File: src/rtl/sap_exec_core.sv
// SAP-1 execution core: 6-state sequencer, control decode, accumulator and add/sub ALU.
// Optional SAP_TRACE_EN compiles in simulation-only $display tracing.
module sap_exec_core (
  input  logic       i_clk,
  input  logic       i_reset_n,
  input  logic       i_program_mode,
  input  logic [3:0] i_opcode,
  input  logic [7:0] i_bus,
  input  logic [7:0] i_b,
  output logic [7:0] o_bus,
  output logic       o_bus_en,
  output logic       o_pc_incr,
  output logic       o_pc_enable,
  output logic       o_mar_load,
  output logic       o_ram_enable,
  output logic       o_ir_load,
  output logic       o_ir_send,
  output logic       o_b_load,
  output logic       o_out_load,
  output logic [7:0] o_acc,
  output logic [5:0] o_tstate,
  output logic       o_halted
);

  localparam logic [3:0] OpLda = 4'b0000;
  localparam logic [3:0] OpAdd = 4'b0001;
  localparam logic [3:0] OpSub = 4'b0010;
  localparam logic [3:0] OpOut = 4'b1110;
  localparam logic [3:0] OpHlt = 4'b1111;

  typedef enum logic [2:0] {StT1, StT2, StT3, StT4, StT5, StT6} tstate_e;

  tstate_e     state_q, state_d;
  logic        halted_q, halted_d;
  logic [7:0]  acc_q, acc_d;
  logic        active;
  logic        acc_load, acc_send, alu_send, subtract;
  logic        is_lda, is_arith;
  logic [7:0]  alu_result;

  assign is_lda   = (i_opcode == OpLda);
  assign is_arith = (i_opcode == OpAdd) || (i_opcode == OpSub);
  // Reset is folded in so the T1 decode does not leak while reset is held.
  assign active   = i_reset_n && i_program_mode && !halted_q;

  always_comb begin
    state_d      = state_q;
    halted_d     = halted_q;
    o_pc_incr    = 1'b0;
    o_pc_enable  = 1'b0;
    o_mar_load   = 1'b0;
    o_ram_enable = 1'b0;
    o_ir_load    = 1'b0;
    o_ir_send    = 1'b0;
    o_b_load     = 1'b0;
    o_out_load   = 1'b0;
    acc_load     = 1'b0;
    acc_send     = 1'b0;
    alu_send     = 1'b0;
    subtract     = 1'b0;

    if (halted_q) begin
      state_d = state_q;
    end else if (!i_program_mode) begin
      state_d = StT1;
    end else begin
      unique case (state_q)
        StT1:    state_d = StT2;
        StT2:    state_d = StT3;
        StT3:    state_d = StT4;
        StT4:    state_d = StT5;
        StT5:    state_d = StT6;
        default: state_d = StT1;
      endcase
    end

    if (active) begin
      unique case (state_q)
        StT1: begin
          o_pc_enable = 1'b1;
          o_mar_load  = 1'b1;
        end
        StT2: o_pc_incr = 1'b1;
        StT3: begin
          o_ram_enable = 1'b1;
          o_ir_load    = 1'b1;
        end
        StT4: begin
          if (is_lda || is_arith) begin
            o_ir_send  = 1'b1;
            o_mar_load = 1'b1;
          end else if (i_opcode == OpOut) begin
            acc_send   = 1'b1;
            o_out_load = 1'b1;
          end else if (i_opcode == OpHlt) begin
            halted_d = 1'b1;
          end
        end
        StT5: begin
          if (is_lda) begin
            o_ram_enable = 1'b1;
            acc_load     = 1'b1;
          end else if (is_arith) begin
            o_ram_enable = 1'b1;
            o_b_load     = 1'b1;
          end
        end
        default: begin
          if (is_arith) begin
            alu_send = 1'b1;
            acc_load = 1'b1;
            subtract = (i_opcode == OpSub);
          end
        end
      endcase
    end
  end

  // Two's-complement subtract: acc + ~B + 1, carry dropped by the 8-bit width.
  assign alu_result = acc_q + (subtract ? ~i_b : i_b) + {7'd0, subtract};
  assign acc_d      = acc_load ? i_bus : acc_q;

  always_ff @(posedge i_clk or negedge i_reset_n) begin
    if (!i_reset_n) begin
      state_q  <= StT1;
      halted_q <= 1'b0;
      acc_q    <= 8'h00;
    end else begin
      state_q  <= state_d;
      halted_q <= halted_d;
      acc_q    <= acc_d;
    end
  end

  always_comb begin
    o_tstate = 6'b000000;
    unique case (state_q)
      StT1:    o_tstate = 6'b000001;
      StT2:    o_tstate = 6'b000010;
      StT3:    o_tstate = 6'b000100;
      StT4:    o_tstate = 6'b001000;
      StT5:    o_tstate = 6'b010000;
      default: o_tstate = 6'b100000;
    endcase
  end

  assign o_bus_en = acc_send || alu_send;
  assign o_bus    = !i_reset_n ? 8'h00 : (acc_send ? acc_q : alu_result);
  assign o_acc    = acc_q;
  assign o_halted = halted_q;

`ifdef SAP_TRACE_EN
  always @(posedge i_clk) begin
    if (i_reset_n) begin
      if (state_d != state_q)
        $display("sap: T%0d -> T%0d op=%b", int'(state_q) + 1, int'(state_d) + 1, i_opcode);
      if (acc_load) $display("sap: acc <= %02h", i_bus);
      if (o_bus_en) $display("sap: bus %02h from %s", o_bus, acc_send ? "acc" : "alu");
      if (halted_d && !halted_q) $display("sap: halt");
    end
  end
`else
  // Tracing disabled: nothing extra is elaborated.
`endif

endmodule

File: config.mk
export PLATFORM = sky130hd
export DESIGN_NAME = sap_exec_core
export DESIGN_NICKNAME = d
export VERILOG_FILES = /design/src/rtl/sap_exec_core.sv
export SDC_FILE = /design/constraint.sdc
export NUM_CORES = 1
export LEC_CHECK = 0
export CAP_MARGIN = 25
export CORE_AREA = 2 2 62 64
export DETAILED_ROUTE_END_ITERATION = 12
export DIE_AREA = 0 0 64 66
export PLACE_DENSITY_LB_ADDON = 0.25
export SLEW_MARGIN = 20
export SYNTH_ARGS = -nofsm -noshare
export SYNTH_HDL_FRONTEND = slang
export SYNTH_SLANG_ARGS = --single-unit
File: constraint.sdc
create_clock -name i_clk -period 8 [get_ports i_clk]
set_input_delay 1.6 -clock i_clk [delete_from_list [all_inputs] [get_ports i_clk]]
set_output_delay 1.6 -clock i_clk [all_outputs]
set_load 0.01 [all_outputs]
Word-level counts from Yosys, hierarchy flattened. Cells that the tools add are included.

Input bits: 23. Register bits: 12. Output and inout bits: 32. Word-level logic and storage cells: 63.

Bitwise logic cells: 3. Equal/unequal tests: 8. Reductions and logical operators: 11. Add/sub/neg operators: 2. Muxes and demuxes: 36.

Operators by type and width (number): 6-bit one-hot mux with 5 select lines (1); 1-bit two-way mux (27); 8-bit two-way mux (3); 3-bit one-hot mux with 5 select lines (1); 8-bit by 1-bit adder with 8-bit output (1); 8-bit adder (1); 4-bit == test (second input constant) (2); 8-bit NOT (1); 3-bit by 2-bit == test with 1-bit output (second input constant) (2); 1-bit one-hot mux with 2 select lines (3); 5-bit AND reduction (1); 5-bit OR reduction (1); 4-bit by 1-bit == test with 1-bit output (second input constant) (1); 4-bit by 2-bit == test with 1-bit output (second input constant) (1); 4-bit logical NOT (1); 4-bit OR reduction (1); 3-bit by 1-bit == test with 1-bit output (second input constant) (1); 3-bit == test (second input constant) (1); 3-bit logical NOT (1); 1-bit logical OR (3); 3-bit two-way mux (1); 1-bit logical AND (2); 1-bit NOT (2); 1-bit logical NOT (1).

Longest topological paths before layout. Gate-level depths: netlist (run 1).

Depth after elaboration: 10. Depth in mapped cells: 12. Gate-level depth less buffers: 10.

Worst setup path before layout (run 1). OpenSTA, ideal clock, no wires.

Path type: input port to output port. From: input i_opcode[3]. To: output o_bus[5]. Buffers on the path: 1. Arrival time: 3.635 ns. Required time: 6.400 ns. Cell stages on the path: 11. Slack: 2.765 ns. Cell sequence: nor2_1 and4_4 buf_6 xor2_1 ha_1 a21oi_1 a21oi_1 a211oi_1 xnor2_1 nand2_1 a21boi_0.

Longest elaborated chain between the ends: 10. Elaborated cells between the ends (all ways): 18. Classes of those cells: 2 x add/sub; 3 x eq/ne; 10 x mux; 3 x reduce/logical.

Ends and longest elaborated chain: start: declaration (line 7) `input logic [3:0] i_opcode,`; 4-bit by 1-bit == test with 1-bit output or 4-bit by 2-bit == test with 1-bit output (tied branches) (line 42, 112); 1-bit logical OR (line 42) `assign is_arith = (i_opcode == OpAdd) || (i_opcode == OpSub);`; 1-bit two-way mux (line 109) `if (is_arith) begin`; 1-bit two-way mux (line 78) `unique case (state_q)`; 1-bit two-way mux (line 77) `if (active) begin`; 8-bit two-way mux (line 120) `assign alu_result = acc_q + (subtract ? ~i_b : i_b) + {7'd0, subtract};`; 8-bit adder (line 120); 8-bit by 1-bit adder with 8-bit output (line 120); 8-bit two-way mux * (2 in series) (line 148) `assign o_bus = !i_reset_n ? 8'h00 : (acc_send ? acc_q : alu_result);`; end: declaration (line 10) `output logic [7:0] o_bus,`.

Every way passes the cells marked *; elsewhere a longest branch is shown, timed or not.

Worst setup path in the final report (run 1).
From: input i_reset_n. To: output o_bus[5].

Longest elaborated chain between the ends: 8. Elaborated cells between the ends (all ways): 9. Classes of those cells: 2 x add/sub; 5 x mux; 2 x reduce/logical.

Ends and longest elaborated chain: start: declaration (line 5) `input logic i_reset_n,`; 1-bit logical AND (2 in series) (line 44) `assign active = i_reset_n && i_program_mode && !halted_q;`; 1-bit two-way mux (line 77); 8-bit two-way mux (line 120); 8-bit adder (line 120); 8-bit by 1-bit adder with 8-bit output (line 120); 8-bit two-way mux (line 148); 8-bit two-way mux * (line 148).

Marked as above.

==> results_dict.tcl, run 1 <==
set metrics [dict create \
    p_int_uw 137.1 \
    initial_utilization 0.3425 \
    insertion_delay_ns 0.26 \
    worstPathMaxFanout 24 \
    hold_class "flip-flop to flip-flop" \
    fin_ws_ns 1.317 \
    synth_top_area_share 0.2469 \
    avgSynthCellArea_sq_um 8.446 \
    start_kind "input port" \
    syn_nets 174 \
    post-route-min-period_ns 6.683 \
    placed_area_sq_mm 0.001785 \
    maxSlewViolCount 0 \
    wl_per_cell_um 12.99 \
    p_switching_uw 69.56 \
    drive_above_1_share 0.1066 \
    cts_htree_levels 1 \
    drt_wl_total_mm 3.182 \
    fillers 344 \
    seq_power_share 0.368 \
    routed_via_density 4.918 \
    slew_headroom 0.7260 \
    design.core.area_sq_mm 0.003551 \
    setup_viol 0 \
    synth_seq_cells 12 \
    synth_xor_area_frac 0.09979 \
    synth-seq-area-share 0.2469 \
    synth_top_family_by_area "simple AND/OR/NAND/NOR gates" \
    layout_commonest_cell "clkdlybuf4s50_1" \
    dieArea_sq_mm 0.004224 \
    fin_tns_setup_ns 0 \
    path_buf_inv 3 \
    ant_nets 0 \
    period_share 0.8353 \
    skew_ns 0.001526 \
    grt_pass1_vias 1151 \
    pwr-share-comb 0.465 \
    netSwitchingFraction 0.3366 \
    grt_pass1_wl_mm 5.437 \
    synthMuxAreaShare 0.09979 \
    die_w_um 64 \
    synth_top_cell_by_area "dfrtp_1" \
    synth_area_sq_mm 0.001216 \
    place.gp.congestion 0.8373 \
    synth_fa_ha_area_frac 0.07819 \
    root_buffer "clkbuf_4" \
    synth-edff-count 0 \
    cpMaxStageDelayCell "clkdlybuf4s50_1" \
    crit_arrival_ns 5.08 \
    worstMarginPinSlew_ns 0.4100 \
    antenna_found_initial 0 \
    row_count 22 \
    synthTopCellsByArea "dfrtp_1 (25%), mux2_2 (8.3%), nand2_1 (6.8%)" \
    port_buffers 54 \
    path_class "input port to output pin" \
    post-cts-setup-buffers 0 \
    yosysWarnings 0 \
    cts.sinks 12 \
    drt_pass1_iterations 4 \
    powerDensity_mw_per_mm2 114.3 \
    crit_chain "clkdlybuf4s50_1 > buf_4 > and3b_1 > and4_4 > xor2_1 > ha_1 > a21oi_1 > a21oi_1 > a211oi_1 > xnor2_1 > nand2_1 > a21boi_0 > clkdlybuf4s50_1" \
    final_cell_mix "clkdlybuf4s50_1 (54), nand2_1 (22), dfrtp_1 (12), a21oi_1 (11), nor2_1 (10)" \
    drt_iter0_markers 49 \
    rsz0062_at_grt "no" \
    synth.distinct_cells 42 \
    cts_resized 0 \
    max_cap_violations 0 \
    fin_nets 229 \
    fin_hold_ws_ns 0.5697 \
    track_usage 0.1621 \
    cts_tree "yes" \
    die_h_um 66 \
    area_delta_synth_final_pct 48.66 \
    synthSimpleGateAreaFrac 0.2572 \
    slowest_delay_ns 0.58 \
    cpLargestDelayFamily "buffers and inverters" \
    io_pins 55 \
    dpl.hpwl_mm 2.612 \
    clk_path_buf_depth 2 \
    synth_cells 144 \
    ctsHoldBuffers 0 \
    end_kind "output pin" \
    drc_errors 0 \
    ir_drop_v 0.00008385 \
    timing.fmax_ghz 0.1496 \
    finalHoldViolCount 0 \
    power.total_uw 206.7 \
    grt_remaining_overflow 0 \
    status "complete, no violations" \
    synth_compound_area_frac 0.1646 \
    leakage_nw 0.8098 \
    cts.clk_slew.worst_paths_ns 0.06 \
    antenna-diode-count 0 \
    detailroute.via_count 1205 \
    dp_slack_ns 1.353 \
    clockPowerShare 0.167 \
    cts_made_buffers 3 \
    finalInstanceArea_sq_mm 0.001808 \
    synthArstFlopShare 1.000 \
    synth_flop_cell "dfrtp_1" \
    cp.required_ns 6.40 \
    grt_max_degree 25 \
]
==> cell usage after synthesis (all sizes together), types with 2 or more instances <==
| library cell | count |
|---|---|
| nand2 | 22 |
| buf | 4 |
| ha | 6 |
| and2 | 2 |
| nor2 | 10 |
| dfrtp | 12 |
| a211oi | 2 |
| mux2i | 2 |
| nand4 | 2 |
| nand2b | 4 |
| mux2 | 9 |
| nand3b | 5 |
| a21boi | 4 |
| nand3 | 2 |
| a21o | 3 |
| xor2 | 7 |
| o21ai | 2 |
| o22ai | 2 |
| nor3 | 6 |
| a21oi | 11 |
| inv | 7 |
| xnor2 | 6 |
==> metal layers <==
metal  part of all wire  wire length [um]  up-vias  global-route usage
li1                   -                 -      613                   -
met1               0.44              1387      555              0.2074
met2               0.50              1605       30              0.2708
met3              0.041               130        7             0.02726
met4              0.018                57        0             0.06522
met5                  0                 0        -                   0
==> final timing paths <==
path                                 from         end  slack [ns]  cells after the start
max in group asynchronous       i_reset_n    o_acc[1]        6.11                      2
worst max-delay path            i_reset_n    o_bus[5]        1.32                     13
worst min-delay path             o_acc[7]    o_acc[7]        0.57                      1
min in group asynchronous       i_reset_n  state_q[1]        1.68                      2
worst max register to register   o_halted    o_acc[6]        6.18                      4
worst min register to register   o_acc[7]    o_acc[7]        0.57                      1
==> cell families after synthesis <==
kind of cell,count (synthesis)
flops,12
xor+xnor,13
compound gates,30
buf+inv,12
mux,11
simple gates,59
fa+ha+maj,7
==> state kept, by name, indices dropped and copies added, names as in the netlist <==
| register | count |
|---|---|
| o_acc | 8 |
| o_halted | 1 |
| state_q | 3 |
==> final cells by class <==
class | instances | area (sq um) | area share
flip-flops and latches | 12 | 300.3 | 0.1661
well taps | 48 | 60.06 | 0.03322
clock buffers | 3 | 22.52 | 0.01246
repair buffers | 55 | 548.0 | 0.3031
multi-input cells | 120 | 850.8 | 0.4706
inverters | 7 | 26.28 | 0.01453
==> power groups by stage <==
stage	logic (mW)	registers (mW)	clock network (mW)
global placement	0.0954	0.0764	0
detailed placement	0.0968	0.0770	0
global route	0.106	0.0770	0.0403
CTS	0.0971	0.0758	0.0372
floorplan	0.0555	0.0729	0
finish	0.0961	0.0760	0.0346
==> stage by stage <==
stage | utilization | cells
floorplan | - | 144
global placement | 0.5028 | 242
detailed placement | 0.5028 | 242
CTS | 0.5092 | 245
global route | 0.5092 | 245
finish | 0.5092 | 245
==> worst reg2reg max path, stage by stage (launching register included) <==
cell and delay [ns]:
dfrtp_1 0.46, and3b_1 0.30, nand2_1 0.15, nor3_4 0.40, mux2_2 0.39
(Power assumes the default switching activity.)
==> run 2: changes to the inputs <==
==> constraint.sdc (replaced) <==
create_clock -name i_clk -period 5.7 [get_ports i_clk]
set_input_delay 1.14 -clock i_clk [delete_from_list [all_inputs] [get_ports i_clk]]
set_output_delay 1.14 -clock i_clk [all_outputs]
set_load 0.01 [all_outputs]
==> results_dict.tcl, run 2 (synthesis gave the netlist of run 1 again) <==
set metrics [dict create \
    placed_area_sq_mm 0.001800 \
    rsz0062_at_grt "no" \
    grt_max_degree 24 \
    drc_errors 0 \
    leakage_nw 0.8314 \
    drt_wl_total_mm 3.260 \
    dieArea_sq_mm 0.004224 \
    maxSlewViolCount 0 \
    reg2reg_slack_ns 3.87 \
    ff_latch_area_sq_um 300.3 \
    grt_pass1_wl_mm 5.423 \
    cts_htree_levels 1 \
    worstMarginPinSlew_ns 0.4168 \
    largest_reg_flops 8 \
    dpl.hpwl_mm 2.726 \
    skew_ns 0.006230 \
    fin_nets 233 \
    worstPathMaxFanout 8 \
    io_pins 55 \
    setup_viol 0 \
    min_to "o_acc[7]" \
    r2r-end "o_acc[0]" \
    post-route-min-period_ns 5.478 \
    die_w_um 64 \
    hold_class "flip-flop to flip-flop" \
    hold_path_depth 1 \
    final_cell_mix "clkdlybuf4s50_1 (54), nand2_1 (22), dfrtp_1 (12), a21oi_1 (11), nor2_1 (10)" \
    row_count 22 \
    power.total_uw 291.0 \
    wl_per_cell_um 13.09 \
    cts_made_buffers 3 \
    instances_no_fill 249 \
    insertion_delay_ns 0.26 \
    period_share 0.9611 \
    dp_slack_ns 0.1929 \
    cts_tree "yes" \
    grt_pass1_vias 1242 \
    detailroute.via_count 1223 \
    ant_nets 0 \
    drt_pass1_iterations 4 \
    finalInstanceArea_sq_mm 0.001846 \
    ctsHoldBuffers 0 \
    place.gp.congestion 0.8540 \
    drive_above_1_share 0.1294 \
    fin_ws_ns 0.2217 \
    placed_cells 244 \
    antenna_found_initial 0 \
    end_kind "output pin" \
    cp.required_ns 4.56 \
    design.core.area_sq_mm 0.003551 \
    layout_commonest_cell "clkdlybuf4s50_1" \
    timing.fmax_ghz 0.1825 \
    cts.clk_slew.worst_paths_ns 0.07 \
    r2r_cells 4 \
    fin_util 0.5197 \
    finalHoldViolCount 0 \
    area_delta_synth_final_pct 51.75 \
    routed_via_density 4.912 \
    start_kind "input port" \
    clk_path_buf_depth 2 \
    timing.rr.start "o_halted" \
    crit_arrival_ns 4.34 \
    max_cap_violations 0 \
    slew_headroom 0.7215 \
    port_buffers 54 \
    initial_utilization 0.3425 \
    status "complete, no violations" \
    cts.sinks 12 \
    drt_iter0_markers 45 \
    track_usage 0.1599 \
    grt_remaining_overflow 0 \
    fillers 335 \
    antenna-diode-count 0 \
    path_class "input port to output pin" \
    ir_drop_v 0.00009798 \
    min_from "o_acc[7]" \
    multiInputGateArea_sq_um 858.3 \
    powerDensity_mw_per_mm2 157.7 \
    root_buffer "clkbuf_4" \
    die_h_um 66 \
    critical_path.startpoint "i_program_mode" \
    fin_hold_ws_ns 0.5873 \
    fin_tns_setup_ns 0 \
]
[run 2: changes by cell type in the layout (fill, tap and decap cells not counted), sizes merged]
cell  change
buf       +4
[run 2: worst max path at each step]
stage / endpoint / slack, ns / cells past startpoint
6_report: o_bus[6] / 0.22 / 12
5_1_grt: o_bus[7] / 0.005 / 12
4_1_cts: o_bus[6] / 0.19 / 12
3_5_place_dp: o_bus[6] / 0.19 / 12
3_3_place_gp: o_bus[6] / 0.30 / 12
2_1_floorplan: o_bus[5] / 1.38 / 11
[run 2: area by class of cell]
type | count | share of cell area
flip-flops and latches | 12 | 0.1627
multi-input cells | 120 | 0.4651
repair buffers | 59 | 0.3132
inverters | 7 | 0.01424
clock buffers | 3 | 0.01220
well taps | 48 | 0.03254
[run 2: report_power, final]
part | internal [mW] | total, mW | switching, mW
logic | 0.0763 | 0.137 | 0.0604
registers | 0.0927 | 0.107 | 0.0141
clock network | 0.0243 | 0.0476 | 0.0233
[run 2: layer usage]
layer / wire, um / GRT usage
met1: 1513 / 0.2029
met2: 1643 / 0.2891
met3: 89 / 0.008518
met4: 13 / 0.05163
met5: 0 / 0
[run 2: repair_timing]
item	4_1_cts	5_1_grt
endpoints found under the setup margin	0	2
buffers inserted	0	2
resized for setup	0	1
[run 2: critical path, stage by stage]
cell             delay [ns]
clkdlybuf4s50_1        0.54
and3b_1                0.25
and4_4                 0.33
xor2_2                 0.11
fa_1                   0.44
a21o_1                 0.18
a21oi_1                0.21
o21bai_1               0.09
a21oi_1                0.20
nand4_1                0.13
o211ai_1               0.13
clkdlybuf4s50_1        0.58
==> run 3: changes to the inputs <==
--- a/config.mk
+++ b/config.mk
@@ -9,6 +9,7 @@
 export CORE_AREA = 2 2 62 64
 export DETAILED_ROUTE_END_ITERATION = 12
 export DIE_AREA = 0 0 64 66
+export MAX_ROUTING_LAYER = met4
 export PLACE_DENSITY_LB_ADDON = 0.25
 export SLEW_MARGIN = 20
 export SYNTH_ARGS = -nofsm -noshare
==> constraint.sdc (replaced) <==
create_clock -name i_clk -period 5.7 [get_ports i_clk]
set_input_delay 0.57 -clock i_clk [delete_from_list [all_inputs] [get_ports i_clk]]
set_output_delay 0.57 -clock i_clk [all_outputs]
set_load 0.01 [all_outputs]
==> results_dict.tcl, run 3 (synthesis gave the netlist of run 1 again) <==
set metrics [dict create \
    antenna-diode-count 0 \
    end_kind "output pin" \
    drt_iter0_markers 49 \
    p_int_uw 192.4 \
    cts.clk_slew.worst_paths_ns 0.06 \
    drive_above_1_share 0.1066 \
    finalHoldViolCount 0 \
    io_pins 55 \
    post-route-min-period_ns 4.622 \
    slowest_delay_ns 0.58 \
    drt_wl_total_mm 3.182 \
    cts.sinks 12 \
    timing.fmax_ghz 0.2164 \
    port_buffers 54 \
    cpMaxStageDelayCell "clkdlybuf4s50_1" \
    cpLargestDelayFamily "buffers and inverters" \
    cp.required_ns 5.13 \
    netSwitchingFraction 0.3363 \
    root_buffer "clkbuf_4" \
    die_w_um 64 \
    dpl.hpwl_mm 2.612 \
    clockPowerShare 0.167 \
    leakage_nw 0.8098 \
    largest_reg_flops 8 \
    status "complete, no violations" \
    crit_arrival_ns 4.05 \
    fin_ws_ns 1.078 \
    insertion_delay_ns 0.26 \
    fin_tns_setup_ns 0 \
    dp_slack_ns 1.113 \
    ff_latch_area_sq_um 300.3 \
    skew_ns 0.001901 \
    initial_utilization 0.3425 \
    detailroute.via_count 1200 \
    cts_resized 0 \
    period_share 0.8109 \
    path_class "input port to output pin" \
    multiInputGateArea_sq_um 850.8 \
    rsz0062_at_grt "no" \
    powerDensity_mw_per_mm2 160.4 \
    fin_nets 229 \
    design.core.area_sq_mm 0.003551 \
    hold_class "flip-flop to flip-flop" \
    post-cts-setup-buffers 0 \
    dieArea_sq_mm 0.004224 \
    routed_via_density 4.898 \
    setup_viol 0 \
    cts_tree "yes" \
    ant_nets 0 \
    clk_path_buf_depth 2 \
    track_usage 0.1665 \
    antenna_found_initial 0 \
    power.total_uw 289.9 \
    cts_htree_levels 1 \
    row_count 22 \
    drc_errors 0 \
    maxSlewViolCount 0 \
    ir_drop_v 0.0001177 \
    grt_pass1_wl_mm 5.430 \
    wl_per_cell_um 12.99 \
    drt_pass1_iterations 4 \
    layout_commonest_cell "clkdlybuf4s50_1" \
    area_delta_synth_final_pct 48.66 \
    worstPathMaxFanout 24 \
    seq_power_share 0.368 \
    worstMarginPinSlew_ns 0.4100 \
    cts_made_buffers 3 \
    grt_pass1_vias 1151 \
    grt_remaining_overflow 0 \
    slew_headroom 0.7260 \
    final_cell_mix "clkdlybuf4s50_1 (54), nand2_1 (22), dfrtp_1 (12), a21oi_1 (11), nor2_1 (10)" \
    place.gp.congestion 0.8503 \
    max_cap_violations 0 \
    fillers 344 \
    start_kind "input port" \
    pwr-share-comb 0.465 \
    grt_max_degree 25 \
    die_h_um 66 \
    crit_chain "clkdlybuf4s50_1 > buf_4 > and3b_1 > and4_4 > xor2_1 > ha_1 > a21oi_1 > a21oi_1 > a211oi_1 > xnor2_1 > nand2_1 > a21boi_0 > clkdlybuf4s50_1" \
    ctsHoldBuffers 0 \
    p_switching_uw 97.50 \
    path_buf_inv 3 \
]
-- run 3: cell count changes in the layout (fill, tap and decap cells not counted) --
| cell | change |
|---|---|
| buf_4 | -4 |
| xor2_2 | -1 |
| xor2_1 | +1 |
-- run 3: layer usage --
metal  global-route usage  up-vias  part of all wire
met5                    -        -                 0
met4              0.06522        0             0.018
met2               0.2708       28              0.50
met1               0.2084      552              0.44
met3              0.02555        7             0.039
li1                     -      613                 -
-- run 3: worst paths after layout --
kind / start / endpoint / slack, ns / cells past startpoint
worst max-delay path: i_reset_n / o_bus[5] / 1.08 / 13
worst min-delay path: o_acc[7] / o_acc[7] / 0.57 / 1
worst max register to register: o_halted / o_acc[6] / 3.88 / 4
worst min register to register: o_acc[7] / o_acc[7] / 0.57 / 1
max in group asynchronous: i_reset_n / o_acc[1] / 4.84 / 2
min in group asynchronous: i_reset_n / state_q[1] / 0.65 / 2
-- run 3: area by class of cell --
class | instances | area share
inverter | 7 | 0.01453
tap | 48 | 0.03322
clock buffer | 3 | 0.01246
multi-input combinational | 120 | 0.4706
timing repair buffer | 55 | 0.3031
sequential | 12 | 0.1661
-- run 3: through the flow --
| stage | utilization | area, sq um | std cells | hold WS, ns |
|---|---|---|---|---|
| after floorplan | - | 1216 | 144 | 0.2744 |
| after global placement | 0.5028 | 1785 | 242 | 0.5492 |
| after detailed placement | 0.5028 | 1785 | 242 | 0.5631 |
| after CTS | 0.5092 | 1808 | 245 | 0.5834 |
| after global routing | 0.5092 | 1808 | 245 | 0.6010 |
| final | 0.5092 | 1808 | 245 | 0.5713 |
-- run 3: power groups by stage --
| stage | registers (mW) | logic (mW) | clock network [mW] |
|---|---|---|---|
| global route | 0.108 | 0.148 | 0.0566 |
| floorplan | 0.102 | 0.0779 | 0 |
| finish | 0.107 | 0.135 | 0.0485 |
| detailed placement | 0.108 | 0.136 | 0 |
| CTS | 0.106 | 0.136 | 0.0522 |
| global placement | 0.107 | 0.134 | 0 |
